==> src/rtl/aes_addroundkey_keysched_if.sv <==
// Handshake bundle for the AES AddRoundKey / key-schedule stage.
// Carries key load, upstream state and registered round output.
interface aes_addroundkey_keysched_if;
  logic         key_load;
  logic [127:0] key_in;
  logic         in_valid;
  logic         in_ready;
  logic [127:0] state_in;
  logic         out_valid;
  logic         out_ready;
  logic [127:0] state_out;
  logic [3:0]   out_round;
  logic         out_last;

  modport master (
    output key_load,
    output key_in,
    output in_valid,
    input  in_ready,
    output state_in,
    input  out_valid,
    output out_ready,
    input  state_out,
    input  out_round,
    input  out_last
  );

  modport slave (
    input  key_load,
    input  key_in,
    input  in_valid,
    output in_ready,
    input  state_in,
    output out_valid,
    input  out_ready,
    output state_out,
    output out_round,
    output out_last
  );
endinterface

==> src/rtl/aes_addroundkey_keysched.sv <==
// AES-128 AddRoundKey stage with on-the-fly key expansion.
// One round key is consumed and the next derived per accepted state.
module aes_addroundkey_keysched #(
  parameter logic [127:0] RESET_KEY = 128'h0
) (
  input  logic                          clk,
  input  logic                          rst,
  aes_addroundkey_keysched_if.slave     bus
);

  function automatic logic [7:0] xtime(input logic [7:0] a);
    return {a[6:0], 1'b0} ^ (a[7] ? 8'h1b : 8'h00);
  endfunction

  function automatic logic [7:0] gf_mul(
    input logic [7:0] a,
    input logic [7:0] b
  );
    logic [7:0] p;
    logic [7:0] x;
    p = 8'h00;
    x = a;
    for (int i = 0; i < 8; i++) begin
      if (b[i]) p = p ^ x;
      x = xtime(x);
    end
    return p;
  endfunction

  // a^254 is the multiplicative inverse, and maps 0 to 0
  function automatic logic [7:0] gf_inv(input logic [7:0] a);
    logic [7:0] r;
    logic [7:0] s;
    r = 8'h01;
    s = a;
    for (int i = 1; i < 8; i++) begin
      s = gf_mul(s, s);
      r = gf_mul(r, s);
    end
    return r;
  endfunction

  function automatic logic [7:0] sbox(input logic [7:0] a);
    logic [7:0] b;
    b = gf_inv(a);
    return b
      ^ {b[6:0], b[7]}
      ^ {b[5:0], b[7:6]}
      ^ {b[4:0], b[7:5]}
      ^ {b[3:0], b[7:4]}
      ^ 8'h63;
  endfunction

  function automatic logic [7:0] rcon(input logic [3:0] r);
    logic [7:0] c;
    case (r)
      4'd1:    c = 8'h01;
      4'd2:    c = 8'h02;
      4'd3:    c = 8'h04;
      4'd4:    c = 8'h08;
      4'd5:    c = 8'h10;
      4'd6:    c = 8'h20;
      4'd7:    c = 8'h40;
      4'd8:    c = 8'h80;
      4'd9:    c = 8'h1b;
      4'd10:   c = 8'h36;
      default: c = 8'h00;
    endcase
    return c;
  endfunction

  logic [127:0] cipher_key_q, cipher_key_d;
  logic [127:0] round_key_q, round_key_d;
  logic [3:0]   round_q, round_d;
  logic         key_valid_q, key_valid_d;
  logic [127:0] state_out_q, state_out_d;
  logic [3:0]   out_round_q, out_round_d;
  logic         out_last_q, out_last_d;
  logic         out_valid_q, out_valid_d;

  logic         in_ready;
  logic         accept;
  logic         last_round;
  logic [31:0]  w0, w1, w2, w3;
  logic [31:0]  rot, sub, t;
  logic [31:0]  n0, n1, n2, n3;
  logic [127:0] next_key;

  assign in_ready = key_valid_q
                  & (~out_valid_q | bus.out_ready)
                  & ~bus.key_load;
  assign accept     = bus.in_valid & in_ready;
  assign last_round = (round_q == 4'd10);

  always_comb begin
    w0  = round_key_q[127:96];
    w1  = round_key_q[95:64];
    w2  = round_key_q[63:32];
    w3  = round_key_q[31:0];
    rot = {w3[23:0], w3[31:24]};
    sub = {sbox(rot[31:24]), sbox(rot[23:16]),
           sbox(rot[15:8]),  sbox(rot[7:0])};
    t   = sub ^ {rcon(round_q + 4'd1), 24'h0};
    n0  = w0 ^ t;
    n1  = w1 ^ n0;
    n2  = w2 ^ n1;
    n3  = w3 ^ n2;
    next_key = {n0, n1, n2, n3};
  end

  always_comb begin
    cipher_key_d = cipher_key_q;
    round_key_d  = round_key_q;
    round_d      = round_q;
    key_valid_d  = key_valid_q;
    state_out_d  = state_out_q;
    out_round_d  = out_round_q;
    out_last_d   = out_last_q;
    out_valid_d  = out_valid_q;
    // A fresh key aborts whatever block was in flight
    if (bus.key_load) begin
      cipher_key_d = bus.key_in;
      round_key_d  = bus.key_in;
      round_d      = 4'd0;
      key_valid_d  = 1'b1;
      out_valid_d  = 1'b0;
    end else if (accept) begin
      state_out_d = bus.state_in ^ round_key_q;
      out_round_d = round_q;
      out_last_d  = last_round;
      out_valid_d = 1'b1;
      if (last_round) begin
        round_key_d = cipher_key_q;
        round_d     = 4'd0;
      end else begin
        round_key_d = next_key;
        round_d     = round_q + 4'd1;
      end
    end else if (bus.out_ready) begin
      out_valid_d = 1'b0;
    end
  end

  always_ff @(posedge clk) begin
    if (rst) begin
      cipher_key_q <= RESET_KEY;
      round_key_q  <= RESET_KEY;
      round_q      <= 4'd0;
      key_valid_q  <= 1'b0;
      state_out_q  <= 128'h0;
      out_round_q  <= 4'd0;
      out_last_q   <= 1'b0;
      out_valid_q  <= 1'b0;
    end else begin
      cipher_key_q <= cipher_key_d;
      round_key_q  <= round_key_d;
      round_q      <= round_d;
      key_valid_q  <= key_valid_d;
      state_out_q  <= state_out_d;
      out_round_q  <= out_round_d;
      out_last_q   <= out_last_d;
      out_valid_q  <= out_valid_d;
    end
  end

  assign bus.in_ready  = in_ready;
  assign bus.out_valid = out_valid_q;
  assign bus.state_out = state_out_q;
  assign bus.out_round = out_round_q;
  assign bus.out_last  = out_last_q;

endmodule

==> src/flat_wrapper.sv <==
// flat-port wrapper written by rule: the top's interface ports become plain ports
module aes_addroundkey_keysched_flat 
#(
  parameter logic [127:0] RESET_KEY = 128'h0
)
  (clk, rst, bus_key_load, bus_key_in, bus_in_valid, bus_in_ready, bus_state_in, bus_out_valid, bus_out_ready, bus_state_out, bus_out_round, bus_out_last);
  aes_addroundkey_keysched_if bus_i ();
  input  logic clk;
  input  logic rst;
  input wire logic [$bits(bus_i.key_load)-1:0] bus_key_load;
  input wire logic [$bits(bus_i.key_in)-1:0] bus_key_in;
  input wire logic [$bits(bus_i.in_valid)-1:0] bus_in_valid;
  output wire logic [$bits(bus_i.in_ready)-1:0] bus_in_ready;
  input wire logic [$bits(bus_i.state_in)-1:0] bus_state_in;
  output wire logic [$bits(bus_i.out_valid)-1:0] bus_out_valid;
  input wire logic [$bits(bus_i.out_ready)-1:0] bus_out_ready;
  output wire logic [$bits(bus_i.state_out)-1:0] bus_state_out;
  output wire logic [$bits(bus_i.out_round)-1:0] bus_out_round;
  output wire logic [$bits(bus_i.out_last)-1:0] bus_out_last;
  assign bus_i.key_load = bus_key_load;
  assign bus_i.key_in = bus_key_in;
  assign bus_i.in_valid = bus_in_valid;
  assign bus_in_ready = bus_i.in_ready;
  assign bus_i.state_in = bus_state_in;
  assign bus_out_valid = bus_i.out_valid;
  assign bus_i.out_ready = bus_out_ready;
  assign bus_state_out = bus_i.state_out;
  assign bus_out_round = bus_i.out_round;
  assign bus_out_last = bus_i.out_last;
  aes_addroundkey_keysched #(.RESET_KEY(RESET_KEY)) u_core (.clk(clk), .rst(rst), .bus(bus_i));
endmodule
==> config.mk <==
export PLATFORM = sky130hd
export DESIGN_NAME = aes_addroundkey_keysched_flat
export DESIGN_NICKNAME = d
export VERILOG_FILES = /design/src/rtl/aes_addroundkey_keysched_if.sv /design/src/rtl/aes_addroundkey_keysched.sv /design/src/flat_wrapper.sv
export SDC_FILE = /design/constraint.sdc
export NUM_CORES = 2
export LEC_CHECK = 0
export ABC_AREA = 0
export CAP_MARGIN = 0
export CORE_AREA = 4 4 284 425
export CTS_BUF_LIST = sky130_fd_sc_hd__clkbuf_2 sky130_fd_sc_hd__clkbuf_4 sky130_fd_sc_hd__clkbuf_8
export DETAILED_ROUTE_END_ITERATION = 10
export DIE_AREA = 0 0 288 429
export PLACE_DENSITY = 0.88
export SLEW_MARGIN = 10
export SYNTH_ARGS = -nofsm -noshare
export SYNTH_HDL_FRONTEND = slang
export SYNTH_SLANG_ARGS = --single-unit
==> constraint.sdc <==
create_clock -name clk -period 21.2 [get_ports clk]
set_input_delay 6.36 -clock clk [delete_from_list [all_inputs] [get_ports clk]]
set_output_delay 6.36 -clock clk [all_outputs]
set_load 0.03 [all_outputs]
### Word-level counts from Yosys, hierarchy flattened

Memory sizes are Yosys's and may differ from the RTL's.
Index checks and enable logic that the tools add are counted.

| word-level totals | value |
|---|---|
| input port bits | 261 |
| bits in read-only memories | 128 |
| memories | 1 |
| output and inout port bits | 135 |
| register bits | 395 |

| operators by class | value |
|---|---|
| $add $sub $neg | 1 |
| bitwise logic cells | 788 |
| reductions and logical operators | 4 |
| eq/ne operators | 1 |
| mux-type cells | 818 |

Memory list:

| name | words | bits a word | rd ports | clocked after memory_dff | write ports | line | RTL |
|---|---|---|---|---|---|---|---|
| (no name shown) | 16 | 8 | 1 | 0 | 0 | aes_addroundkey_keysched.sv:56 | `case (r)` |

Operators by type and width:

| kind | number |
|---|---|
| 8-bit bitwise XOR | 744 |
| 8-bit 2-to-1 mux | 420 |
| 5-bit 2-to-1 mux | 368 |
| 128-bit 2-to-1 mux | 3 |
| 32-bit bitwise XOR | 5 |
| 128-bit bitwise XOR | 1 |
| 7-bit 2-to-1 mux | 4 |
| 1-bit NOT, first input constant | 28 |
| 6-bit 2-to-1 mux | 4 |
| 4-bit 2-to-1 mux | 5 |
| 4-bit NOT | 4 |
| 3-bit 2-to-1 mux | 4 |
| 2-bit 2-to-1 mux | 4 |
| 1-bit 2-to-1 mux | 6 |
| 4-bit by 1-bit adder with 4-bit output, second input constant | 1 |
| 4-bit == test, second input constant | 1 |
| 2-bit nonzero test | 2 |
| 1-bit bitwise AND | 3 |
| 1-bit NOT | 2 |
| 2-bit AND reduction | 1 |
| 2-bit OR reduction | 1 |
| 1-bit bitwise OR | 1 |

### Longest topological paths before layout

| depth | value |
|---|---|
| word-level depth | 140 |
| mapped depth | 72 |
| mapped depth without buffers | 57 |

### Worst setup path before layout

OpenSTA, ideal clock, no wires.

| timing | value |
|---|---|
| path type | flip-flop to flip-flop |
| from | register u_core.round_key_q[16] |
| to | register u_core.round_key_q[56] |
| library setup time | 0.124 ns |
| cell stages (with the launch flop) | 64 |
| path slack | 5.421 ns |
| required time | 21.076 ns |
| arrival | 15.654 ns |
| path through | dfxtp_1 > ha_1 > buf_2 > nand2_1 > xnor2_2 > inv_2 > clkbuf_1 > ha_1 > clkbuf_1 > inv_1 > xnor3_1 > a21oi_1 > mux2i_1 > nand2_1 > xnor2_1 > inv_1 > ha_1 > nand3_1 > [... 28 more ...] > xnor3_1 > nand2_1 > xor2_1 > xnor2_1 > xnor3_1 > xnor2_1 > xnor2_1 > nor2_1 > xor2_1 > xnor2_1 > xnor3_2 > xor2_4 > xnor3_2 > xnor2_4 > xor2_2 > xor2_1 > nor2_1 > a2111o_1 |

| between the ends | value |
|---|---|
| longest elaborated chain between the ends | 136 |

Ends and longest elaborated chain:

| element | line | RTL |
|---|---|---|
| start: declaration | aes_addroundkey_keysched.sv:73 | `logic [127:0] round_key_q, round_key_d;` |
| start signal: assignment | aes_addroundkey_keysched.sv:156 | `round_key_q <= round_key_d;` |
| 8-bit 2-to-1 mux | aes_addroundkey_keysched.sv:24 | `if (b[i]) p = p ^ x;` |
| 8-bit bitwise XOR | aes_addroundkey_keysched.sv:24 |  |
| 8-bit 2-to-1 mux | aes_addroundkey_keysched.sv:24 |  |
| 8-bit bitwise XOR | aes_addroundkey_keysched.sv:24 |  |
| 8-bit 2-to-1 mux | aes_addroundkey_keysched.sv:24 |  |
| 8-bit bitwise XOR | aes_addroundkey_keysched.sv:24 |  |
| 8-bit 2-to-1 mux | aes_addroundkey_keysched.sv:24 |  |
| 8-bit bitwise XOR | aes_addroundkey_keysched.sv:24 |  |
| [... 120 more ...] | n/a |  |
| 4-bit NOT (no line) * | n/a |  |
| 32-bit bitwise XOR * | aes_addroundkey_keysched.sv:103 | `t = sub ^ {rcon(round_q + 4'd1), 24'h0};` |
| 32-bit bitwise XOR * | aes_addroundkey_keysched.sv:104 | `n0 = w0 ^ t;` |
| 32-bit bitwise XOR * | aes_addroundkey_keysched.sv:105 | `n1 = w1 ^ n0;` |
| 32-bit bitwise XOR * | aes_addroundkey_keysched.sv:106 | `n2 = w2 ^ n1;` |
| 128-bit 2-to-1 mux * | aes_addroundkey_keysched.sv:132 | `if (last_round) begin` |
| 128-bit 2-to-1 mux * | aes_addroundkey_keysched.sv:127 | `end else if (accept) begin` |
| 128-bit 2-to-1 mux * | aes_addroundkey_keysched.sv:121 | `if (bus.key_load) begin` |

Every way passes the cells marked *; elsewhere a longest branch is shown, timed or not. The select of a mux whose other input is x is not followed.
A chain may end at the register's enable or synchronous reset.

### Worst setup path in the final report

| timing | value |
|---|---|
| from | register u_core.round_key_q[21] |
| to | register u_core.round_key_q[30] |

| between the ends | value |
|---|---|
| longest elaborated chain between the ends | 136 |

Ends and longest elaborated chain:

| element | line | RTL |
|---|---|---|
| 8-bit bitwise XOR | aes_addroundkey_keysched.sv:12 | `return {a[6:0], 1'b0} ^ (a[7] ? 8'h1b : 8'h00);` |
| 8-bit bitwise XOR | aes_addroundkey_keysched.sv:24 |  |
| 8-bit 2-to-1 mux | aes_addroundkey_keysched.sv:24 |  |
| 8-bit bitwise XOR | aes_addroundkey_keysched.sv:24 |  |
| 8-bit 2-to-1 mux | aes_addroundkey_keysched.sv:24 |  |
| 8-bit bitwise XOR | aes_addroundkey_keysched.sv:24 |  |
| 8-bit 2-to-1 mux | aes_addroundkey_keysched.sv:24 |  |
| 8-bit bitwise XOR | aes_addroundkey_keysched.sv:24 |  |
| [... 120 more ...] | n/a |  |
| 32-bit bitwise XOR * | aes_addroundkey_keysched.sv:103 |  |
| 32-bit bitwise XOR * | aes_addroundkey_keysched.sv:104 |  |
| 32-bit bitwise XOR * | aes_addroundkey_keysched.sv:105 |  |
| 32-bit bitwise XOR * | aes_addroundkey_keysched.sv:106 |  |
| 32-bit bitwise XOR * | aes_addroundkey_keysched.sv:107 | `n3 = w3 ^ n2;` |
| 128-bit 2-to-1 mux * | aes_addroundkey_keysched.sv:132 |  |
| 128-bit 2-to-1 mux * | aes_addroundkey_keysched.sv:127 |  |
| 128-bit 2-to-1 mux * | aes_addroundkey_keysched.sv:121 |  |

Marks and branches as above.

==> run summary <==
The flow ran to the end, and the final reports show no timing, DRC or antenna violations. Dividing the synthesized area by the synthesized cell count gives 7.55 µm². The number of optimization iterations in the first detailed-route pass came out at 9.

The number of core rows is 154. The simple-gate area share of the yosys netlist came out at 19.3%. The number of nets in the synthesized netlist came out at 10100. After synthesis, the share of cell area in mux cells is 4.97%. The arithmetic-cell share of the synthesized area counting full adders, half adders and majority gates is less than 1%.

The number of hold-slack violations in the final timing report was 0. The final standard cell area without fillers came out at about 80000 µm². The global placer's final weighted congestion is between 1 and 1.5. The routed length per instance came out at approximately 23 µm. The maximum number of pins on one net before global-route repair came out at 110. The post-route clock skew came out at 0.0467 ns. STA classifies the critical path endpoint as a flip-flop. The filler cell count is between 9000 and 10000.

The minimum clock period after layout is ~20 ns. Measured against its own limit, the worst slew margin works out to between 10% and 20%. For this design, the slowest cell found on the critical path is sky130_fd_sc_hd__dfxtp_1.

The effective utilization at floorplan is 63.4%. The synthesis warning total is 0. For the worst setup path, the data arrival time is around 20 ns.

The count of endpoints failing setup in the final report is 0. The cell family contributing the most delay on the critical path is XOR/XNOR gates. The top-level port count came out at 396. The number of clock buffers added by TritonCTS is about 70. After synthesis, the largest family of logic cells by area is XOR/XNOR gates.

The largest single stage delay on the critical path is approximately 1.1 ns. The transition time at the pin with the least slew margin is 1.29 ns. Summing the areas of all xor and xnor instances in the mapped netlist gives around two fifths of the synthesized area. After layout, the worst path uses 93.2% of the clock period. In the final layout, the share of cells above drive strength 1 is 7.21%. Setup repair after global routing left no endpoint under its margin.

After clock tree synthesis, the repair step resized 0 gates. The number of buffers on the longest clock path is 3. The residual overflow from global routing is 0. Along the worst path, the maximum fanout reaches 24. The number of buffers and inverters on the critical path is 5. At the worst endpoint, the required time is roughly 22 ns. The maximum level of the CTS H-tree is 3. TritonCTS built the clock tree.

The area of the die is 124000 µm². The estimated wirelength of the detail-placed design is between 150000 and 200000 µm. The count of unresolved DRC violations after routing is 0. The synthesized design contains ~400 register bits. The clock-pin slew on the worst setup and hold paths is around 0.070 ns. The number of setup buffers added after CTS is 0. The post-detailed-placement cell area is 79900 µm². The number of distinct standard cells referenced by the synthesized netlist came out at ~110. The storage element area came out at between 7000 and 8000 µm². The later pin in the worst-skew pair is clocked with a latency of 0.78 ns. The post-route setup TNS is 0 ns. The number of flops mapped to enable cells by yosys is 0.

Summing every instance area after synthesis gives 74300 µm². The via count of the first global-routing pass was between 70000 and 80000. The post-layout net count came out at approximately 10000.

The total core area came out at around 120000 µm². The count of hold-fix buffers inserted at cts came out at 0. The classification of the worst setup path is flip-flop to flip-flop. Counting instances in the post-synthesis netlist gives the leading cell types as sky130_fd_sc_hd__xnor2_1 (1778), sky130_fd_sc_hd__nor2_1 (1420), sky130_fd_sc_hd__nand2_1 (929). The number of vias after detailed routing is approximately 76000. The number of cells produced by synthesis came out at ~10000. In this run, the number of DRC markers left after iteration 0 of detailed routing was between 8000 and 9000. Clock tree synthesis selected as its root buffer the cell sky130_fd_sc_hd__clkbuf_8. In the post-synthesis netlist, the cell with the most instances is sky130_fd_sc_hd__xnor2_1. The die height is between 400 and 500 µm. The compound-gate portion of the synthesized area is between 15 and 20%.

In this run the remaining antenna-violating nets after routing total 0. After synthesis, the cell types taking the most area are sky130_fd_sc_hd__xnor2_1 (21%), sky130_fd_sc_hd__dfxtp_1 (11%), sky130_fd_sc_hd__xnor3_1 (9.6%). Among all flip-flop cells after synthesis, the most frequent one is sky130_fd_sc_hd__dfxtp_1. The combined global-route utilization of all metal layers came out at slightly above 40%. The most numerous cell type found on the critical path is sky130_fd_sc_hd__xnor2_1. The per-cell via count in the routed design came out at approximately 6.6.

The number of antenna violations at the first check in global routing is 12. The area added between synthesis and finish came out at 9.70%. The library cell occupying the most area in the post-synthesis netlist is sky130_fd_sc_hd__xnor2_1.

The worst setup path is launched from a flip-flop. The first global-routing pass estimated between 400000 and 500000 µm of wire. The width of the die is between 200 and 300 µm. The worst min-delay path category is flip-flop to flip-flop. The total wire length after detailed routing is 266000 µm. The area used by multi-input combinational logic came out at 63400 µm². The async set-reset flop share out of synthesis is 0%. The number of buffers added on ports came out at between 300 and 400.

The portion of the post-synthesis area used by sequential elements came out at a little over a tenth. The clock net in this run drives a total of between 300 and 400 sinks. The max-slew violation total from the final report is 0. The max-cap violation count came out at 0. The timing-limited maximum frequency came out at between 0.05 and 0.06 GHz.

The top cell type by area accounts for roughly a fifth of the synthesized area. The end-of-flow core utilization is ~70%.
layer usage:
metal	part of all wire (%)	global-route usage (%)	vias up
li1	-	-	34400
met1	34	45.0	35600
met2	46	68.3	4621
met3	11	9.71	1307
met4	8.4	29.1	4
met5	0.010	0	-
kinds of logic (layout without fill, tap and decap cells):
logic type	count (synthesis)	after routing
adders and majority gates	24	24
buffers and inverters	825	917
muxes	362	362
AOI/OAI and AO/OA	2200	2200
and+or+nand+nor	3290	3290
xor gates and xnor gates	2744	2744
other	0	10
DFF	395	395
final timing paths:
kind | start | end | slack, ns | cells past startpoint
worst max register to register | u_core.round_key_q[21] | u_core.round_key_q[30] | 1.44 | 57
worst min register to register | u_core.bus.out_round[2] | u_core.bus.out_round[2] | 0.47 | 2
worst min-delay path | u_core.bus.out_round[2] | u_core.bus.out_round[2] | 0.47 | 2
worst max-delay path | u_core.round_key_q[21] | u_core.round_key_q[30] | 1.44 | 57
final cells by class:
cell class | instances | share of cell area [%]
antenna | 10 | 0.0307
timing repair buffer | 709 | 7.76
sequential | 395 | 9.70
tap | 1560 | 2.40
inverter | 92 | 0.424
clock inverter | 17 | 0.301
clock buffer | 99 | 1.53
multi-input combinational | 8620 | 77.9
worst min-delay path: cells and delay by family (launching register included):
| kind | cells | cell delay, ns |
|---|---|---|
| DFF | 1 | 0.31 |
| AOI/OAI and AO/OA | 1 | 0.06 |
| and+or+nand+nor | 1 | 0.05 |
sequential cells by signal (all words and copies together), names as in the netlist:
register              count
u_core.bus.state_out    128
u_core.cipher_key_q     128
u_core.round_key_q      128
u_core.bus.out_round      4
u_core.round_q            4
u_core.bus.out_last       1
u_core.bus.out_valid      1
u_core.key_valid_q        1
layout by cell type, fill, tap and decap left out, types with 70 or more instances in the layout:
cell | netlist | routed
sky130_fd_sc_hd__nor2_1 | 1420 | 1414
sky130_fd_sc_hd__inv_1 | 76 | 76
sky130_fd_sc_hd__xnor2_2 | 54 | 86
sky130_fd_sc_hd__clkbuf_8 | 0 | 80
sky130_fd_sc_hd__a22oi_1 | 89 | 89
sky130_fd_sc_hd__clkdlybuf4s50_1 | 0 | 393
sky130_fd_sc_hd__nand3_1 | 197 | 197
sky130_fd_sc_hd__xnor2_1 | 1778 | 1745
sky130_fd_sc_hd__nor3_1 | 228 | 228
sky130_fd_sc_hd__xor2_1 | 493 | 480
sky130_fd_sc_hd__nand2_1 | 929 | 927
sky130_fd_sc_hd__dfxtp_1 | 395 | 395
sky130_fd_sc_hd__a31oi_1 | 97 | 97
sky130_fd_sc_hd__xnor3_1 | 315 | 315
sky130_fd_sc_hd__o211ai_1 | 85 | 85
sky130_fd_sc_hd__o21ai_0 | 416 | 415
sky130_fd_sc_hd__buf_4 | 18 | 314
sky130_fd_sc_hd__nor2b_1 | 70 | 70
sky130_fd_sc_hd__a211oi_1 | 202 | 202
sky130_fd_sc_hd__o22ai_1 | 127 | 127
sky130_fd_sc_hd__a21oi_1 | 582 | 582
sky130_fd_sc_hd__nand2b_1 | 89 | 89
sky130_fd_sc_hd__mux2i_1 | 317 | 317
metrics by stage:
stage               setup WS [ns]  cells  hold WS, ns
floorplan                    5.42   9840        0.427
global placement             2.17  11400        0.438
detailed placement           2.00  11400        0.460
CTS                          1.88  11500        0.469
global route                0.106  11500        0.485
finish                       1.44  11500        0.468
Power is not shown: default switching activity piles up to over one toggle a cycle in this logic, so the estimate is an artifact.
